<file path="config.mk">
export PLATFORM = sky130hd
export DESIGN_NAME = dmem_result_scanner
export DESIGN_NICKNAME = d
export VERILOG_FILES = /design/src/rtl/dmem_result_scanner.sv
export SDC_FILE = /design/constraint.sdc
export NUM_CORES = 1
export LEC_CHECK = 0
export CORE_UTILIZATION = 46
export CTS_CLUSTER_DIAMETER = 40
export DETAILED_ROUTE_END_ITERATION = 10
export PLACE_DENSITY = 0.81
export SYNTH_ARGS = -nofsm -noshare
export SYNTH_HDL_FRONTEND = slang
export SYNTH_SLANG_ARGS = --single-unit
</file>
<file path="constraint.sdc">
create_clock -name clk -period 2.1 [get_ports clk]
set_input_delay 0.315 -clock clk [delete_from_list [all_inputs] [get_ports clk]]
set_output_delay 0.315 -clock clk [all_outputs]
set_load 0.01 [all_outputs]
</file>
<file path="src/rtl/dmem_result_scanner.sv">
// dmem_result_scanner: sweeps a data-memory window against a golden ROM and reports counts, first failure and score.
// Define DMEM_SCAN_WEIGHTED_SCORE_EN to weight matches at index >= WEIGHT_START with 5 half-points instead of 2.
module dmem_result_scanner #(
  parameter int ADDR_W       = 8,
  parameter int DATA_W       = 32,
  parameter int FIRST_ADDR   = 11,
  parameter int NUM_WORDS    = 55,
  parameter int START_DELAY  = 134,
  parameter int CNT_W        = 8,
  parameter int SCORE_W      = 10,
  parameter int WEIGHT_START = 45
) (
  input  logic              clk,
  input  logic              reset,
  input  logic              start,
  output logic              mem_rd_en,
  output logic [ADDR_W-1:0] mem_addr,
  input  logic [DATA_W-1:0] mem_rdata,
  input  logic [DATA_W-1:0] gold_rdata,
  output logic              busy,
  output logic              done,
  output logic [CNT_W-1:0]  pass_count,
  output logic [CNT_W-1:0]  fail_count,
  output logic              first_fail_valid,
  output logic [ADDR_W-1:0] first_fail_addr,
  output logic              mismatch_pulse,
  output logic [SCORE_W-1:0] score
);
  typedef enum logic [2:0] {IDLE, WAIT, SCAN, DRAIN, DONE} state_t;
  localparam int IDX_W = NUM_WORDS > 1 ? $clog2(NUM_WORDS) : 1;
  localparam int DLY_W = START_DELAY > 1 ? $clog2(START_DELAY) : 1;
  localparam logic [DLY_W-1:0] DLY_LOAD = DLY_W'(START_DELAY > 0 ? START_DELAY - 1 : 0);
  localparam logic [IDX_W-1:0] IDX_LAST = IDX_W'(NUM_WORDS - 1);
  if (NUM_WORDS < 1 || longint'(FIRST_ADDR) + longint'(NUM_WORDS) > (longint'(1) << ADDR_W) || WEIGHT_START < 0) begin : g_bad_cfg
    $error("dmem_result_scanner: illegal configuration");
  end
  state_t state_q, state_d;
  logic [DLY_W-1:0] dly_q, dly_d;
  logic [IDX_W-1:0] idx_q, idx_d, cidx_q, cidx_d;
  logic vld_q, vld_d, ffv_q, ffv_d;
  logic [CNT_W-1:0] pass_q, pass_d, fail_q, fail_d;
  logic [ADDR_W-1:0] ffa_q, ffa_d;
  logic [SCORE_W-1:0] score_q, score_d;
  logic [2:0] weight;
  logic [SCORE_W:0] score_sum;
  logic mism;
  assign mism = vld_q && (mem_rdata !== gold_rdata);
`ifdef DMEM_SCAN_WEIGHTED_SCORE_EN
  assign weight = (32'(cidx_q) >= WEIGHT_START) ? 3'd5 : 3'd2;
`else
  assign weight = 3'd2;
`endif
  assign score_sum = {1'b0, score_q} + (SCORE_W+1)'(weight);
  always_comb begin
    state_d = state_q;
    dly_d   = dly_q;
    idx_d   = idx_q;
    cidx_d  = idx_q;
    vld_d   = state_q == SCAN;
    pass_d  = pass_q;
    fail_d  = fail_q;
    ffv_d   = ffv_q;
    ffa_d   = ffa_q;
    score_d = score_q;
    if (vld_q && mism) begin
      fail_d = &fail_q ? fail_q : fail_q + CNT_W'(1);
      ffv_d  = 1'b1;
      ffa_d  = ffv_q ? ffa_q : ADDR_W'(FIRST_ADDR) + ADDR_W'(cidx_q);
    end else if (vld_q) begin
      pass_d  = &pass_q ? pass_q : pass_q + CNT_W'(1);
      score_d = score_sum[SCORE_W] ? '1 : score_sum[SCORE_W-1:0];
    end
    case (state_q)
      IDLE, DONE: if (start) begin
        state_d = START_DELAY == 0 ? SCAN : WAIT;
        dly_d   = DLY_LOAD;
        idx_d   = '0;
        pass_d  = '0;
        fail_d  = '0;
        ffv_d   = 1'b0;
        ffa_d   = '0;
        score_d = '0;
      end
      WAIT: begin
        state_d = dly_q == '0 ? SCAN : WAIT;
        dly_d   = dly_q == '0 ? dly_q : dly_q - DLY_W'(1);
      end
      SCAN: begin
        state_d = idx_q == IDX_LAST ? DRAIN : SCAN;
        idx_d   = idx_q == IDX_LAST ? idx_q : idx_q + IDX_W'(1);
      end
      DRAIN: state_d = DONE;
      default: state_d = IDLE;
    endcase
  end
  always_ff @(posedge clk) begin
    if (reset) begin
      state_q <= IDLE;
      dly_q   <= '0;
      idx_q   <= '0;
      cidx_q  <= '0;
      vld_q   <= 1'b0;
      pass_q  <= '0;
      fail_q  <= '0;
      ffv_q   <= 1'b0;
      ffa_q   <= '0;
      score_q <= '0;
    end else begin
      state_q <= state_d;
      dly_q   <= dly_d;
      idx_q   <= idx_d;
      cidx_q  <= cidx_d;
      vld_q   <= vld_d;
      pass_q  <= pass_d;
      fail_q  <= fail_d;
      ffv_q   <= ffv_d;
      ffa_q   <= ffa_d;
      score_q <= score_d;
    end
  end
  assign mem_rd_en        = state_q == SCAN;
  assign mem_addr         = mem_rd_en ? ADDR_W'(FIRST_ADDR) + ADDR_W'(idx_q) : '0;
  assign busy             = state_q == WAIT || state_q == SCAN || state_q == DRAIN;
  assign done             = state_q == DONE;
  assign pass_count       = pass_q;
  assign fail_count       = fail_q;
  assign first_fail_valid = ffv_q;
  assign first_fail_addr  = ffa_q;
  assign mismatch_pulse   = mism;
  assign score            = score_q;
endmodule

</file>
### Yosys cells after proc, flatten, opt, wreduce, memory -nomap -nowiden

Cells that the tools add are included.

| word-level totals | value |
|---|---|
| register bits | 59 |
| bits in latches | 0 |
| RAM bits | 0 |
| ROM bits | 0 |
| word-level logic and storage cells | 71 |
| memories kept | 0 |

| operators by class | value |
|---|---|
| add/sub/neg operators | 7 |
| multiply operators | 0 |
| divide/modulo/power cells | 0 |
| $lt $le $gt $ge | 0 |
| eq/ne operators | 9 |
| shift-type cells | 0 |
| muxes and demuxes | 32 |
| bitwise gates (word level) | 0 |
| reduce and logical (&&, ||, !) cells | 13 |

Operators by type and width:

| cell | number |
|---|---|
| $mux W8 | 15 |
| $mux W10 | 5 |
| $nex A32 B32 Y1 | 1 |
| $add A8 B1 Y8 const B | 2 |
| $pmux W8 S2 | 1 |
| $reduce_and A8 Y1 | 2 |
| $add A4 B6 Y7 const A | 2 |
| $mux W6 | 2 |
| $pmux W3 S4 | 1 |
| $pmux W6 S2 | 1 |
| $add A10 B2 Y11 const B | 1 |
| $logic_not A8 Y1 | 1 |
| $sub A8 B1 Y8 const B | 1 |
| $mux W7 | 1 |
| $add A6 B1 Y6 const B | 1 |
| $eq A3 B2 Y1 const B | 2 |
| $eq A6 B6 Y1 const B | 1 |
| $ne A2 B2 Y1 const B | 3 |
| $reduce_and A3 Y1 | 2 |
| $mux W1 | 4 |
| $reduce_bool A2 Y1 | 2 |
| $eq A3 B1 Y1 const B | 1 |
| $eq A3 B3 Y1 const B | 1 |
| $logic_not A3 Y1 | 1 |
| other kinds (5) | 7 |

### Depth between registers and ports, before layout

| logic depth | value |
|---|---|
| depth after elaboration | 6 |
| gate-level depth with buffers | 8 |

### Worst setup path before layout

OpenSTA, ideal clock, no wires.

| timing path | value |
|---|---|
| kind | flip-flop to flip-flop |
| start point | reg dly_q[3] |
| end point | reg dly_q[7] |
| library setup time | 0.132 ns |
| arrival | 1.668 ns |
| required time | 1.968 ns |
| setup slack | 0.300 ns |
| cell stages (with the launch flop) | 7 |
| period minus slack after synthesis | 1.800 ns |
| cell sequence | dfxtp_1 or4_4 o41ai_4 a2111o_2 nor2_2 xnor2_1 a21oi_1 |

| on the way | value |
|---|---|
| longest elaborated chain between the ends | 3 |
| elaborated cells on any way between the ends | 6 |

RTL lines:

| what | line | text |
|---|---|---|
| from (decl) | 38 | `logic [DLY_W-1:0] dly_q, dly_d;` |
| from (signal assigned) | 110 | `dly_q <= dly_d;` |
| $sub A8 B1 Y8 / $logic_not A8 Y1 (equally long branches) | 86 | `dly_d = dly_q == '0 ? dly_q : dly_q - DLY_W'(1);` |
| $mux W8 / $ne A2 B2 Y1 (equally long branches) | n/a |  |
| $pmux W8 S2 / $reduce_and A3 Y1 (equally long branches) | n/a |  |

Parallel ways exist; a longest one is shown, timed or not. The select of a mux whose other input is x is not followed.
A chain may end at the register's enable or synchronous reset.

### Worst setup path in the final report

| timing path | value |
|---|---|
| start point | in gold_rdata[5] |
| end point | out mismatch_pulse |

| on the way | value |
|---|---|
| longest elaborated chain between the ends | 2 |

RTL lines:

| what | line | text |
|---|---|---|
| from (decl) | 19 | `input logic [DATA_W-1:0] gold_rdata,` |
| $nex A32 B32 Y1 | 47 | `assign mism = vld_q && (mem_rdata !== gold_rdata);` |
| $logic_and A1 B1 Y1 | 47 |  |
| to (decl) | 26 | `output logic mismatch_pulse,` |

Every way passes these cells.

==> results_dict.tcl <==
set metrics [dict create \
    critPathKind "in2out" \
    drv_slew 0 \
    path_cells "clkdlybuf4s50_1 -> xnor2_1 -> nand4_1 -> nor4_4 -> and2_4 -> nor2_1 -> buf_2" \
    ys_types 59 \
    cts-root-buf "clkbuf_8" \
    synth_area_mm2 0.00331 \
    grt_overflow 0 \
    layout_setup_ws_ns 0.0275 \
    synth_seq_cells 59 \
    p_per_area_mw_per_mm2 720 \
    remaining_drc_errors 0 \
    clkPwrFrac 0.293 \
    worst_r2r_startpoint "dly_q[3]" \
    die_x_um 86.8 \
    fin_crit_ns 2.07 \
    hold_ws_ns 0.468 \
    critPathLaunch "gold_rdata[5]" \
    routed_wl_mm 9.07 \
    gp_congestion 0.794 \
    io_buffer_count 112 \
    num_rows 30 \
    dpl.cell_count 604 \
    dieArea_mm2 0.00754 \
    start_kind "primary input" \
    numCtsBuffers 9 \
    dp_hpwl_mm 6.58 \
    synth_top_area_share 0.357 \
    final_common_cell "clkdlybuf4s50_1" \
    cpPeakStageDelay_ns 0.48 \
    p_sw_mw 1.14 \
    final_cell_mix "clkdlybuf4s50_1 (74), dfxtp_1 (57), nor2_1 (42)" \
    cp_slowest_cell "clkdlybuf4s50_1" \
    fin_nets 597 \
    synth_largest_area_cell "dfxtp_1" \
    worstMarginPinSlew_ns 0.859 \
    maxCapViolCount 0 \
    postCtsHoldBufs 0 \
    coreArea_mm2 0.00687 \
    area.sequential_mm2 0.00119 \
    antennaDiodeCount 0 \
    synth-xor-area-share 0.132 \
    num_vias 3334 \
    internal_power_mw 2.45 \
    cp_max_fo 2 \
    swShare 0.318 \
    antenna_found_initial 0 \
    synth_top_family_by_area "simple AND/OR/NAND/NOR gates" \
    cts_tree "built" \
    num_io_pins 114 \
    dieHeight_um 86.8 \
    multi_input_area_mm2 0.00202 \
    setup_violations 0 \
    worstHoldStart "first_fail_addr[7]" \
    grt_start_max_net_pins 25 \
    ys_seq_area_frac 0.357 \
    vdd_drop_max_uv 634 \
    critPathArrivalTime_ns 1.76 \
    ant_nets 0 \
    synthArstFlopShare 0 \
    clockBufferDepth 2 \
    hold_class "reg2reg" \
    period_share 0.987 \
    place_area_mm2 0.00464 \
    floorplan.initialDensity 0.482 \
    max_freq_mhz 483 \
    synthSimpleGateAreaFrac 0.268 \
    yosysWarnings 0 \
    ys_top_cells_by_area "dfxtp_1 (36%), xnor2_1 (10%), nor2_1 (4.8%)" \
    avgSynthCellArea_um2 8.44 \
    pwr-share-seq 0.371 \
    finish.cell_count_without_fillers 622 \
    skew_ns 0.00655 \
    slew_headroom 0.425 \
    synthCells 392 \
    post-place-ws_ns -0.382 \
    comb_power_share 0.337 \
    drt-initial-drc-count 135 \
    synth_compound_area_frac 0.140 \
    syn_nets 468 \
    grt_pass1_vias 3150 \
    cts_sinks 59 \
    grt_usage 0.239 \
    htreeDepth 3 \
    required_ns 1.78 \
    cts.reportedPaths.clkPinSlew_ns 0.07 \
    grt_pass1_wl_mm 14.1 \
    post_drt_wl_per_cell_um 14.6 \
    grt_setup_unrepaired "yes" \
    nFillCells 530 \
    clkLatencyLatePin_ns 0.34 \
    synthMuxAreaShare 0.0185 \
    synth_flop_cell "dfxtp_1" \
    leakage_nw 2.11 \
    synth-adder-area-share 0.0340 \
    fin_total_pwr_mw 3.60 \
    synth_edf_count 0 \
    hold_viol 0 \
    status "completed" \
    viasPerCell 5.36 \
    area_delta_synth_final_pct 50.9 \
    crit_path_end_kind "primary output" \
    drive_above_1_share 0.133 \
    final_area_mm2 0.00499 \
    drtPass1Iterations 4 \
]
what timing repair did:
| action | CTS | global route |
|---|---|---|
| endpoints found under the setup margin | 9 | 10 |
| pin swaps | 2 | 23 |
| resized for setup | 11 | 48 |
| setup buffers | 0 | 2 |
logic make-up (layout without fill, tap and decap cells):
| family | count (synthesis) | count (layout) |
|---|---|---|
| and+or+nand+nor | 159 | 159 |
| buffers and inverters | 37 | 171 |
| muxes | 6 | 6 |
| adders and majority gates | 9 | 9 |
| AOI/OAI and AO/OA | 71 | 71 |
| xor gates and xnor gates | 50 | 50 |
| DFF | 59 | 59 |
| other | 1 | 1 |
state kept, by name, summed over array words and instances, names as in the netlist:
signal,count
first_fail_valid,1
pass_count,8
dly_q,8
cidx_q,6
score,10
first_fail_addr,8
state_q,3
fail_count,8
vld_q,1
cidx_d,6
layout make-up:
| cell class | instances | area share |
|---|---|---|
| clock buffer | 13 | 0.0318 |
| clock inverter | 3 | 0.00927 |
| inverter | 17 | 0.0128 |
| multi-input combinational | 296 | 0.404 |
| sequential | 59 | 0.238 |
| tap | 96 | 0.0241 |
| timing repair buffer | 138 | 0.281 |
layer usage:
metal	track usage	vias to the layer above	part of all wire
li1	-	1647	-
met1	0.284	1568	0.41
met2	0.408	96	0.51
met3	0.0476	23	0.047
met4	0.126	0	0.025
met5	0	-	0
per-stage QoR:
step                setup TNS (ns)  utilization
floorplan                        0            -
global placement             -4.37        0.676
detailed placement           -5.50        0.676
CTS                         -0.167        0.707
global route               -0.0778        0.727
finish                           0        0.727
worst paths after layout:
check / endpoint / slack [ns] / cells after the start
max: mismatch_pulse / 0.03 / 7
min: first_fail_addr[7] / 0.47 / 2
max reg2reg: dly_q[7] / 0.10 / 6
min reg2reg: first_fail_addr[7] / 0.47 / 2
Yosys cell counts (all sizes together) (2+ instances only):
cell type,count
nand2b,2
or3b,2
buf,8
nand4,19
inv,17
o31ai,2
nand4b,2
nor2,43
nor4,9
dfxtp,59
nand3,11
xnor2,39
xor2,11
and3,4
or3,6
clkbuf,12
a41oi,2
a21oi,25
nand2,29
a211oi,7
a31oi,5
ha,9
mux2i,5
and2,6
nor3b,4
or4,3
a311oi,2
nor3,11
o21ai,16
nor2b,4
critical path: cells and delay by family:
kind,cells,cell delay (ns)
buffers and inverters,2,0.63
XOR/XNOR,1,0.12
AND/OR/NAND/NOR,4,0.70
power groups by stage:
stage	clock, mW	combinational [mW]	sequential [mW]
after CTS	1.07	1.19	1.33
after global placement	0	1.15	1.35
after floorplan	0	0.753	1.34
after detailed placement	0	1.18	1.35
final	1.05	1.21	1.33
after global routing	1.12	1.34	1.34
Note: power is estimated with default switching activity, not from simulation.
